`src/rtl/serial_pkg.sv`:
```
// Shared definitions for the serial link: frame state encoding and frame-geometry helpers.
// Latency: n/a (declarations only).
// Backpressure: n/a. Contents: serial_state_t, frame_cycles(), ctr_width().
package serial_pkg;

   // Frame phases, in transmission order. A matching receiver walks the same sequence.
   typedef enum logic [2:0] {
      ST_IDLE   = 3'd0,
      ST_START  = 3'd1,
      ST_DATA   = 3'd2,
      ST_PARITY = 3'd3,
      ST_STOP   = 3'd4
   } serial_state_t;

   // Total cycles of one frame: start + data + optional parity + stop, each one bit long.
   function automatic int frame_cycles(input int width, input int clks_per_bit, input int parity_en);
      return (2 + width + parity_en) * clks_per_bit;
   endfunction

   // Counter width able to hold 0..n-1, never narrower than one bit.
   function automatic int ctr_width(input int n);
      return (n <= 2) ? 1 : $clog2(n);
   endfunction

endpackage

```
`src/rtl/ShiftRegisterPIPO.sv`:
```
// Parallel-in/parallel-out shift register: parallel load, or one-place right shift toward Q[0].
// Latency: one cycle from i_load/i_shift to o_q.
// Backpressure: none; load takes priority over shift. Ports: clock, reset_L, i_load, i_shift, i_d, o_q.
module ShiftRegisterPIPO #(
   parameter int WIDTH = 8
) (
   input  logic             clock,
   input  logic             reset_L,
   input  logic             i_load,
   input  logic             i_shift,
   input  logic [WIDTH-1:0] i_d,
   output logic [WIDTH-1:0] o_q
);

   logic [WIDTH-1:0] r_q;

   always_ff @(posedge clock) begin
      if (!reset_L) begin
         r_q <= '0;
      end else if (i_load) begin
         r_q <= i_d;
      end else if (i_shift) begin
         r_q <= {1'b0, r_q[WIDTH-1:1]};
      end
   end

   assign o_q = r_q;

endmodule

```
`src/rtl/serial_transmitter.sv`:
```
// Serial transmitter: start bit, WIDTH data bits LSB first, optional even parity, stop bit.
// Latency: line goes low the cycle after accept; frame lasts (2+WIDTH+PARITY_EN)*CLKS_PER_BIT cycles.
// Backpressure: ready is high only in IDLE; data_valid while busy is dropped, not queued.
// Ports: clock, reset_L (sync, active low), data/data_valid/ready handshake, serial_out, busy, done.
module serial_transmitter
   import serial_pkg::*;
#(
   parameter int WIDTH        = 8,
   parameter int CLKS_PER_BIT = 4,
   parameter int PARITY_EN    = 1
) (
   input  logic             clock,
   input  logic             reset_L,
   input  logic [WIDTH-1:0] data,
   input  logic             data_valid,
   output logic             ready,
   output logic             serial_out,
   output logic             busy,
   output logic             done
);

   localparam int TW = ctr_width(CLKS_PER_BIT);
   localparam int IW = ctr_width(WIDTH);
   localparam logic [TW-1:0] LP_BIT_LAST = TW'(CLKS_PER_BIT - 1);
   localparam logic [IW-1:0] LP_IDX_LAST = IW'(WIDTH - 1);

   serial_state_t    r_state;
   serial_state_t    w_state_nxt;
   logic [TW-1:0]    r_timer;
   logic [TW-1:0]    w_timer_nxt;
   logic [IW-1:0]    r_index;
   logic [IW-1:0]    w_index_nxt;
   logic             r_parity;
   logic             r_serial_out;
   logic             r_ready;
   logic             r_busy;
   logic             r_done;

   logic             w_accept;
   logic             w_bit_wrap;
   logic             w_shift;
   logic             w_serial_nxt;
   logic             w_ready_nxt;
   logic             w_busy_nxt;
   logic             w_done_nxt;
   logic [WIDTH-1:0] w_q;

   // Q[0] always holds the next data bit to go out: the bit is copied into the output
   // register and the shifter advances on the same edge that opens each data bit.
   ShiftRegisterPIPO #(
      .WIDTH (WIDTH)
   ) u_shift (
      .clock   (clock),
      .reset_L (reset_L),
      .i_load  (w_accept),
      .i_shift (w_shift),
      .i_d     (data),
      .o_q     (w_q)
   );

   // Next-state, counters and next output values.
   always_comb begin
      w_state_nxt  = r_state;
      w_index_nxt  = r_index;
      w_shift      = 1'b0;
      w_serial_nxt = 1'b1;
      w_ready_nxt  = 1'b0;
      w_busy_nxt   = 1'b1;
      w_done_nxt   = 1'b0;

      w_accept   = r_ready && data_valid;
      w_bit_wrap = (r_timer == LP_BIT_LAST);

      case (r_state)
         ST_IDLE: begin
            if (w_accept) begin
               w_state_nxt = ST_START;
            end
         end
         ST_START: begin
            if (w_bit_wrap) begin
               w_state_nxt = ST_DATA;
               w_shift     = 1'b1;
            end
         end
         ST_DATA: begin
            if (w_bit_wrap) begin
               if (r_index == LP_IDX_LAST) begin
                  w_index_nxt = '0;
                  w_state_nxt = (PARITY_EN != 0) ? ST_PARITY : ST_STOP;
               end else begin
                  w_index_nxt = r_index + 1'b1;
                  w_shift     = 1'b1;
               end
            end
         end
         ST_PARITY: begin
            if (w_bit_wrap) begin
               w_state_nxt = ST_STOP;
            end
         end
         ST_STOP: begin
            if (w_bit_wrap) begin
               w_state_nxt = ST_IDLE;
            end
         end
         default: begin
            w_state_nxt = ST_IDLE;
         end
      endcase

      // The bit timer idles at zero and restarts at every bit boundary.
      w_timer_nxt = ((r_state == ST_IDLE) || w_bit_wrap) ? '0 : r_timer + 1'b1;

      // Outputs are decoded from the state being entered so they can be registered.
      case (w_state_nxt)
         ST_IDLE: begin
            w_serial_nxt = 1'b1;
            w_ready_nxt  = 1'b1;
            w_busy_nxt   = 1'b0;
         end
         ST_START: begin
            w_serial_nxt = 1'b0;
         end
         ST_DATA: begin
            w_serial_nxt = w_shift ? w_q[0] : r_serial_out;
         end
         ST_PARITY: begin
            w_serial_nxt = r_parity;
         end
         ST_STOP: begin
            w_serial_nxt = 1'b1;
            w_done_nxt   = (w_timer_nxt == LP_BIT_LAST);
         end
         default: begin
            w_serial_nxt = 1'b1;
            w_ready_nxt  = 1'b1;
            w_busy_nxt   = 1'b0;
         end
      endcase
   end

   // State register.
   always_ff @(posedge clock) begin
      if (!reset_L) begin
         r_state <= ST_IDLE;
         r_timer <= '0;
         r_index <= '0;
      end else begin
         r_state <= w_state_nxt;
         r_timer <= w_timer_nxt;
         r_index <= w_index_nxt;
      end
   end

   // Registered outputs and the parity captured with the word.
   always_ff @(posedge clock) begin
      if (!reset_L) begin
         r_serial_out <= 1'b1;
         r_ready      <= 1'b1;
         r_busy       <= 1'b0;
         r_done       <= 1'b0;
         r_parity     <= 1'b0;
      end else begin
         r_serial_out <= w_serial_nxt;
         r_ready      <= w_ready_nxt;
         r_busy       <= w_busy_nxt;
         r_done       <= w_done_nxt;
         if (w_accept) begin
            r_parity <= ^data;
         end
      end
   end

   assign serial_out = r_serial_out;
   assign ready      = r_ready;
   assign busy       = r_busy;
   assign done       = r_done;

endmodule

```
`config.mk`:
```
export PLATFORM = sky130hd
export DESIGN_NAME = serial_transmitter
export DESIGN_NICKNAME = d
export VERILOG_FILES = /design/src/rtl/serial_pkg.sv /design/src/rtl/ShiftRegisterPIPO.sv /design/src/rtl/serial_transmitter.sv
export SDC_FILE = /design/constraint.sdc
export NUM_CORES = 1
export LEC_CHECK = 0
export CAP_MARGIN = 20
export CORE_UTILIZATION = 50
export CTS_CLUSTER_DIAMETER = 120
export DETAILED_ROUTE_END_ITERATION = 8
export MAX_ROUTING_LAYER = met4
export PLACE_DENSITY = 0.74
export SYNTH_ARGS = -nofsm -noshare
export SYNTH_HDL_FRONTEND = slang
export SYNTH_SLANG_ARGS = --single-unit
```
`constraint.sdc`:
```
create_clock -name clock -period 2.2 [get_ports clock]
set_input_delay 0.44 -clock clock [delete_from_list [all_inputs] [get_ports clock]]
set_output_delay 0.44 -clock clock [all_outputs]
set_load 0.02 [all_outputs]
```
======== After elaboration in Yosys (flattened, before gate mapping) ========
Index checks and enable logic that the tools add are counted.
cells by class
  equal/unequal tests ..................... 12
  $add $sub $neg .......................... 2
  reduce and logical (&&, ||, !) cells .... 8
  muxes and demuxes ....................... 19
operators with widths
  operator               number
  $mux W3                7
  $mux W8                2
  $pmux W3 S5            1
  $eq A3 B2 Y1 const B   4
  $eq A3 B3 Y1 const B   3
  $reduce_xor A8 Y1      1
  $eq A3 B1 Y1 const B   2
  $mux W1                6
  $eq A2 B2 Y1 const B   2
  $reduce_and A2 Y1      2
  $reduce_or A4 Y1       1
  $add A3 B1 Y3 const B  1
  $logic_not A3 Y1       1
  $pmux W1 S3            1
  $add A2 B1 Y2 const B  1
  $mux W2                1
  $ne A2 B1 Y1 const B   1
  $pmux W1 S2            1
  $reduce_bool A2 Y1     1
  $logic_and A1 B1 Y1    1
  $logic_or A1 B1 Y1     1
word-level totals
  input port bits ......................... 11
  output and inout port bits .............. 4
  register bits ........................... 21
  word-level logic and storage cells ...... 50

======== Longest topological paths before layout ========
Gate-level depths: netlist of run 1.
  depth in word-level cells ............... 7
  depth in mapped cells ................... 6
  gate-level depth less buffers ........... 6

======== Cells and area by module ========
A second synthesis of run 1 with hierarchy kept.
unflattened totals
  cell total of the unflattened synthesis .. 110
  area total of the unflattened synthesis .. 1142.3 µm²
by module, submodules not included
  module              sequential area each (µm²)  cells an instance  times used  area an instance (µm²)
  serial_transmitter  260.2                       75                 1           723.2
  ShiftRegisterPIPO   160.2                       35                 1           419.2

======== Worst setup path before layout of run 1 ========
Ideal clock, no wire load.
  path kind ............................... reg-to-reg
  start ................................... register r_index[0]
  end ..................................... register r_serial_out (netlist: serial_out)
  cell stages (with the launch flop) ...... 7
  setup time .............................. 133 ps
  buffers on the path ..................... 0
  arrival ................................. 1414 ps
  period minus slack after synthesis ...... 1547 ps
  slack ................................... 653 ps
  data required time ...................... 2067 ps
  path through ............................ dfxtp_1 > ha_1 > ha_1 > nor2b_1 > o211a_1 > a311oi_1 > o211ai_2
between the ends
  longest elaborated chain between the ends .. 6
  elaborated cells on any way between the ends .. 12
  classes of those cells .................. eq/ne (5); mux (7)
RTL lines
  what                                          RTL line                   source
  from (decl)                                   serial_transmitter.sv:31   logic [IW-1:0] r_index;
  from (signal assigned)                        serial_transmitter.sv:152  r_index <= w_index_nxt;
  $eq A3 B3 Y1 *                                serial_transmitter.sv:88   if (r_index == LP_IDX_LAST) begin
  $mux W3                                       serial_transmitter.sv:88
  $mux W3                                       serial_transmitter.sv:87   if (w_bit_wrap) begin
  $pmux W3 S5                                   serial_transmitter.sv:74   case (r_state)
  $eq A3 B2 Y1 or $eq A3 B1 Y1 (tied branches)  serial_transmitter.sv:116  case (w_state_nxt)
  $pmux W1 S3 or $ne A2 B1 Y1 (tied branches)   --
  to (signal assigned)                          serial_transmitter.sv:165  r_serial_out <= w_serial_nxt;
  to (decl)                                     serial_transmitter.sv:34   logic r_serial_out;
Mark *: on every way between the ends. The rest lies on a longest branch, timed or not.
A chain may end at the register's enable or synchronous reset.

======== Final worst setup path of run 1 ========
  start ................................... register r_ready (netlist: ready)
  end ..................................... output ready
RTL lines
  what                    RTL line                   source
  from (decl)             serial_transmitter.sv:35   logic r_ready;
  from (signal assigned)  serial_transmitter.sv:166  r_ready <= w_ready_nxt;
  to (decl)               serial_transmitter.sv:16   output logic ready,
No word-level cell between the ends.

==> reports/qor.yml, run 1 <==
floorplan:
  io_pins: 15
  die-area_um2: 2210
  fp.coreArea_um2: 1800
  die_height_um: 47.0
  num_rows: 15
  die_w_um: 47.0
  initial_core_util_pct: 56.2
setup_path:
  cp-end-kind: "output port"
  critical-path-max-stage-delay_ns: 0.63
  critPathMaxFanout: 3
  critPathArrivalTime_ns: 1.30
  r2r_cells: 6
  worst-path-stages: 1
  cp_num_buf_inv: 1
  r2r_end: "u_shift.o_q[5]$_SDFFE_PN0P_"
  cp_cell_sequence: "clkdlybuf4s50_1"
  path_class: "flip-flop to output port"
  crit_slowest_cell: "clkdlybuf4s50_1"
  cp.required_ns: 1.76
  rrSetupSlack_ns: 0.52
  path_delay_family: "buffers and inverters"
  cp-start-kind: "flip-flop"
  r2r-start: "r_index[0]$_SDFFE_PN0P_"
timing:
  skew_ns: 0.00141
  fin_tns_setup_ns: 0
  setup_viol: 0
  setup_slack_ns: 0.456
  slew_violations: 0
  slew_headroom_pct: 68.8
  tightest_slew_ns: 0.467
  hold_ws_ns: 0.479
  post-route-min-period_ns: 1.74
  max_freq_mhz: 573
  hold_viol_final: 0
  rsz0062_at_grt: "false"
  fin_crit_sh_pct: 79.3
yosys:
  synthXorXnorAreaFrac_pct: 6.92
  syn_avg_cell_area_um2: 9.55
  yosysWarnings: 0
  synth_cell_types: 36
  synth_top_family_by_area: "compound AO/OA/AOI/OAI gates"
  synth_compound_area_share_pct: 18.2
  ys_seq_elements: 21
  syn-num-nets: 120
  syn_area_um2: 1010
  yosys.area_share.adder_pct: 3.71
  synthSimpleGateAreaFrac_pct: 16.1
  synth_mux_area_share_pct: 8.90
  seq_area_frac_synth_pct: 41.5
  synthCells: 106
place:
  globalplace.congestion: 0.822
  pre_cts_ws_ns: 0.485
  placed_cell_area_um2: 1160
  dp_cells: 141
  dp.final_hpwl_mm: 1.39
  port_buffers: 14
power:
  power_switching_uw: 187
  p_seq_share_pct: 58.5
  p_int_uw: 532
  total_power_uw: 720
  clkPwrFrac_pct: 25.5
  switching_share_pct: 26.0
  peakVddDrop_mv: 0.409
  combPwrFrac_pct: 16.1
  p_leak_nw: 0.495
  power.density_nw_per_um2: 605
final_layout:
  area_delta_synth_final_pct: 17.6
  layout.cells.non_filler: 145
  fin_util_pct: 66.0
  stdcell_area_um2: 1190
  final_nets: 135
  final_cell_mix: "dfxtp_1 (21), clkdlybuf4s50_1 (14), a21oi_1 (11)"
  final_common_cell: "dfxtp_1"
  antenna_cells: 0
  drive_above_1_share_pct: 8.33
global_routing:
  antenna_found_initial: 0
  grt_max_degree: 18
  grt_pass1_vias: 676
  grt_overflow: 0
  grt_usage_pct: 20.0
  grt_pass1_wl_mm: 2.92
clocking:
  htreeDepth: 1
  postCtsResizedCells: 0
  cts_setup_buffers: 0
  cts_buffers: 3
  clock-sinks: 21
  cts_tree: "built"
  postCtsHoldBufs: 0
  clkLatencyLatePin_ns: 0.30
  clockBufferDepth: 2
  cts_root_buf: "clkbuf_4"
  path_clk_slew_ns: 0.12
routing:
  wire_per_inst_um: 12.9
  wl_mm: 1.87
  drtAntennaViolNets: 0
  drc: 0
  drtIter0Drc: 7
  via_per_inst: 5.38
  num_vias: 780
  drt_first_pass_iters: 2
min_path:
  hold_class: "flip-flop to flip-flop"
  hp-start: "r_timer[0]$_SDFF_PN0_"
  min_delay_path_depth: 1
  worstHoldEndpoint: "done$_SDFF_PN0_"
run_status:
  status: "completed"
flow_run:
  drv.max_cap_violation_count: 0
-- registers in the layout (all words and copies together) (netlist names), 2 cells and up --
register,flops
u_shift.o_q,8
r_state,3
r_index,3
r_timer,2
-- final cells by class --
cell class                 instances  area [um^2]
clock inverter                     1         5.00
fill                             163          612
multi-input combinational         75          544
tap                               25         31.3
sequential                        21          420
clock buffer                       3         22.5
inverter                           5         18.8
timing repair buffer              15          148
-- worst max path at each step --
stage                                        from                      end
final                            ready$_SDFF_PN1_                    ready
after global routing             ready$_SDFF_PN1_                    ready
after CTS                        ready$_SDFF_PN1_                    ready
after detailed placement               data_valid    r_parity$_SDFFE_PN0P_
after global placement                 data_valid          busy$_SDFF_PN0_
after floorplan           r_index[0]$_SDFFE_PN0P_  serial_out$_SDFFE_PN1P_
-- power by group through the flow --
stage                     Sequential [mW]  Clock [mW]  Combinational [mW]
final                               0.421       0.183               0.116
after global routing                0.424       0.207               0.126
after global placement              0.430           0               0.113
after floorplan                     0.429           0              0.0733
after detailed placement            0.430           0               0.116
after CTS                           0.422       0.191               0.116
-- synth_stat cells, drive strengths merged --
cell type | number | share of area (%)
a2111o | 1 | 1.1
xnor2 | 7 | 6.1
dfxtp | 21 | 42
and3 | 1 | 0.62
a311oi | 1 | 0.87
ha | 3 | 3.7
and2 | 1 | 0.62
buf | 3 | 2.1
inv | 5 | 1.9
and4bb | 1 | 1.6
nand2b | 1 | 0.62
nor3b | 2 | 2.0
o21ai | 12 | 7.0
or3b | 1 | 0.87
o211a | 1 | 0.99
nor2 | 5 | 1.9
o211ai | 1 | 1.2
mux2i | 9 | 8.9
nor2b | 3 | 1.9
nand2 | 4 | 1.7
nor4b | 1 | 0.87
nor3 | 2 | 0.99
a21oi | 11 | 5.4
nor4 | 1 | 0.62
nand3b | 1 | 0.74
a32oi | 1 | 0.87
nand3 | 1 | 0.49
clkbuf | 2 | 0.74
a31oi | 1 | 0.62
xor2 | 1 | 0.87
or3 | 1 | 0.62
-- layer usage --
| metal | part of all wire, % | vias to the layer above | wire length, um | track usage (%) |
|---|---|---|---|---|
| met5 | 0 | - | 0 | - |
| li1 | - | 403 | - | - |
| met4 | 1.1 | 0 | 21 | 10.9 |
| met2 | 45 | 9 | 839 | 29.4 |
| met3 | 3.0 | 2 | 56 | 4.23 |
| met1 | 51 | 366 | 950 | 25.3 |
-- cells by family (layout without fill, tap and decap cells) --
family	count (synthesis)	count (layout)
and+or+nand+nor	26	26
muxes	9	9
adders and majority gates	3	3
buffers and inverters	10	24
xor gates and xnor gates	8	8
AOI/OAI and AO/OA	29	29
DFF	21	21
Note: power is estimated with default switching activity, not from simulation.
==> inputs of run 2 (changes only) <==
==> constraint.sdc (replaced) <==
create_clock -name clock -period 1.7 [get_ports clock]
set_input_delay 0.34 -clock clock [delete_from_list [all_inputs] [get_ports clock]]
set_output_delay 0.34 -clock clock [all_outputs]
set_load 0.02 [all_outputs]
==> run 2 against run 1 <==
Net effect:
- register-to-register slack lost 0.39 ns
- first-iteration DRC count grew 71%
- design area grew 3.8%
- total power grew 30%
- die area did not move
- global-route usage is 1.1 points lower
- combinational power grew 35%
- clock skew rose by 0.0095 ns
- utilization increased by 2.5 points
- via count grew 2.8%
- critical path depth did not move
- critical endpoint unchanged
==> reports/qor.yml, run 2 (synthesis results as in run 1) <==
run_status:
  status: "completed"
clocking:
  clkLatencyLatePin_ns: 0.30
  postCtsHoldBufs: 0
  clock-sinks: 21
  cts_tree: "built"
  htreeDepth: 1
  path_clk_slew_ns: 0.10
  clockBufferDepth: 2
  cts_buffers: 3
  cts_root_buf: "clkbuf_4"
global_routing:
  grt_max_degree: 12
  grt_overflow: 0
  antenna_found_initial: 0
  grt_pass1_vias: 688
  grt_use_met1_pct: 25.4
  use_met2_pct: 27.8
  grt_busiest_layer: "met2"
  grt_usage_pct: 18.8
  grt_pass1_wl_mm: 2.86
  use_met3_pct: 4.23
setup_path:
  setup.worst_path.end: "ready"
  cp_cell_sequence: "clkdlybuf4s50_1"
  cp_num_buf_inv: 1
  crit_slowest_cell: "clkdlybuf4s50_1"
  path_delay_family: "buffers and inverters"
  critical-path-max-stage-delay_ns: 0.62
  critPathArrivalTime_ns: 1.29
  cp-start-kind: "flip-flop"
  cp-end-kind: "output port"
  rrSetupSlack_ns: 0.13
  worstSetupStartpoint: "ready$_SDFF_PN1_"
  r2r-start: "r_index[0]$_SDFFE_PN0P_"
  critPathMaxFanout: 3
  r2r_end: "u_shift.o_q[6]$_SDFFE_PN0P_"
  worst-path-stages: 1
  cp.required_ns: 1.36
  r2r_cells: 7
  path_class: "flip-flop to output port"
timing:
  hold_viol_final: 0
  post-route-min-period_ns: 1.63
  tightest_slew_ns: 0.340
  setup_viol: 0
  skew_ns: 0.0109
  fin_tns_setup_ns: 0
  slew_headroom_pct: 77.0
  max_freq_mhz: 613
  setup_slack_ns: 0.0684
  slew_violations: 0
  rsz0062_at_grt: "false"
  fin_crit_sh_pct: 96.0
floorplan:
  fp.coreArea_um2: 1800
  die-area_um2: 2210
  die_w_um: 47.0
  die_height_um: 47.0
  initial_core_util_pct: 56.2
  num_rows: 15
  io_pins: 15
final_layout:
  final_nets: 140
  largest_reg_flops: 8
  fin_util_pct: 68.5
  stdcell_area_um2: 1230
  drive_above_1_share_pct: 12.8
  antenna_cells: 0
  final_cell_mix: "dfxtp_1 (21), clkdlybuf4s50_1 (14), a21oi_1 (11)"
  final_common_cell: "dfxtp_1"
  area_delta_synth_final_pct: 22.0
min_path:
  hold_class: "flip-flop to flip-flop"
routing:
  via_per_inst: 5.35
  drt_first_pass_iters: 4
  wl_mm: 1.81
  drtIter0Drc: 12
  drc: 0
  num_vias: 802
  drtAntennaViolNets: 0
  wire_per_inst_um: 12.1
place:
  dp.final_hpwl_mm: 1.36
  pre_cts_ws_ns: 0.0601
  port_buffers: 14
  placed_cell_area_um2: 1180
  globalplace.congestion: 0.766
power:
  peakVddDrop_mv: 0.531
  p_leak_nw: 0.514
  power.density_nw_per_um2: 757
flow_run:
  drv.max_cap_violation_count: 0
-- run 2: cell types whose count changed in the layout (fill, tap and decap cells not counted), sizes merged --
| cell | delta |
|---|---|
| clkbuf | +1 |
| buf | +5 |
| clkinv | -1 |
-- run 2: area by class of cell --
class	count	area (um^2)
clock buffers	4	26.3
multi-input cells	75	553
well taps	25	31.3
fillers	161	567
inverters	5	18.8
flip-flops and latches	21	420
repair buffers	20	185
-- run 2: through the flow --
stage,hold slack [ns],cells,power (mW)
6_report,0.460,150,0.935
5_1_grt,0.492,150,0.981
4_1_cts,0.462,148,0.948
3_5_place_dp,0.443,144,0.713
3_3_place_gp,0.440,144,0.709
2_1_floorplan,0.428,106,0.650
-- run 2: per-layer routing --
layer / wire length, um / part of all wire (%) / vias up
met2: 798 / 44 / 16
met3: 75 / 4.1 / 2
met4: 12 / 0.66 / 0
met1: 924 / 51 / 364
met5: 0 / 0 / -
li1: - / - / 420
-- run 2: how the worst min path moves through the flow --
stage	start	endpoint	slack (ns)	cells past startpoint
finish	r_timer[0]$_SDFF_PN0_	done$_SDFF_PN0_	0.46	1
detailed placement	r_timer[0]$_SDFF_PN0_	done$_SDFF_PN0_	0.44	1
global placement	r_timer[0]$_SDFF_PN0_	done$_SDFF_PN0_	0.44	1
global route	u_shift.o_q[7]$_SDFFE_PN0P_	u_shift.o_q[7]$_SDFFE_PN0P_	0.49	2
CTS	r_timer[0]$_SDFF_PN0_	done$_SDFF_PN0_	0.46	1
floorplan	r_timer[0]$_SDFF_PN0_	done$_SDFF_PN0_	0.43	1
-- run 2: timing repair --
item                                    4_1_cts  5_1_grt
endpoints found under the setup margin        0        8
gates resized for setup                       0        2
setup buffers                                 0        2
endpoints found under the hold margin         0        0
-- run 2: report_power, final --
part	switching [mW]	internal, mW	total (mW)	leakage (nW)
combinational	0.0721	0.0850	0.157	0.326
clock	0.142	0.0912	0.233	0.0150
sequential	0.0219	0.523	0.545	0.172
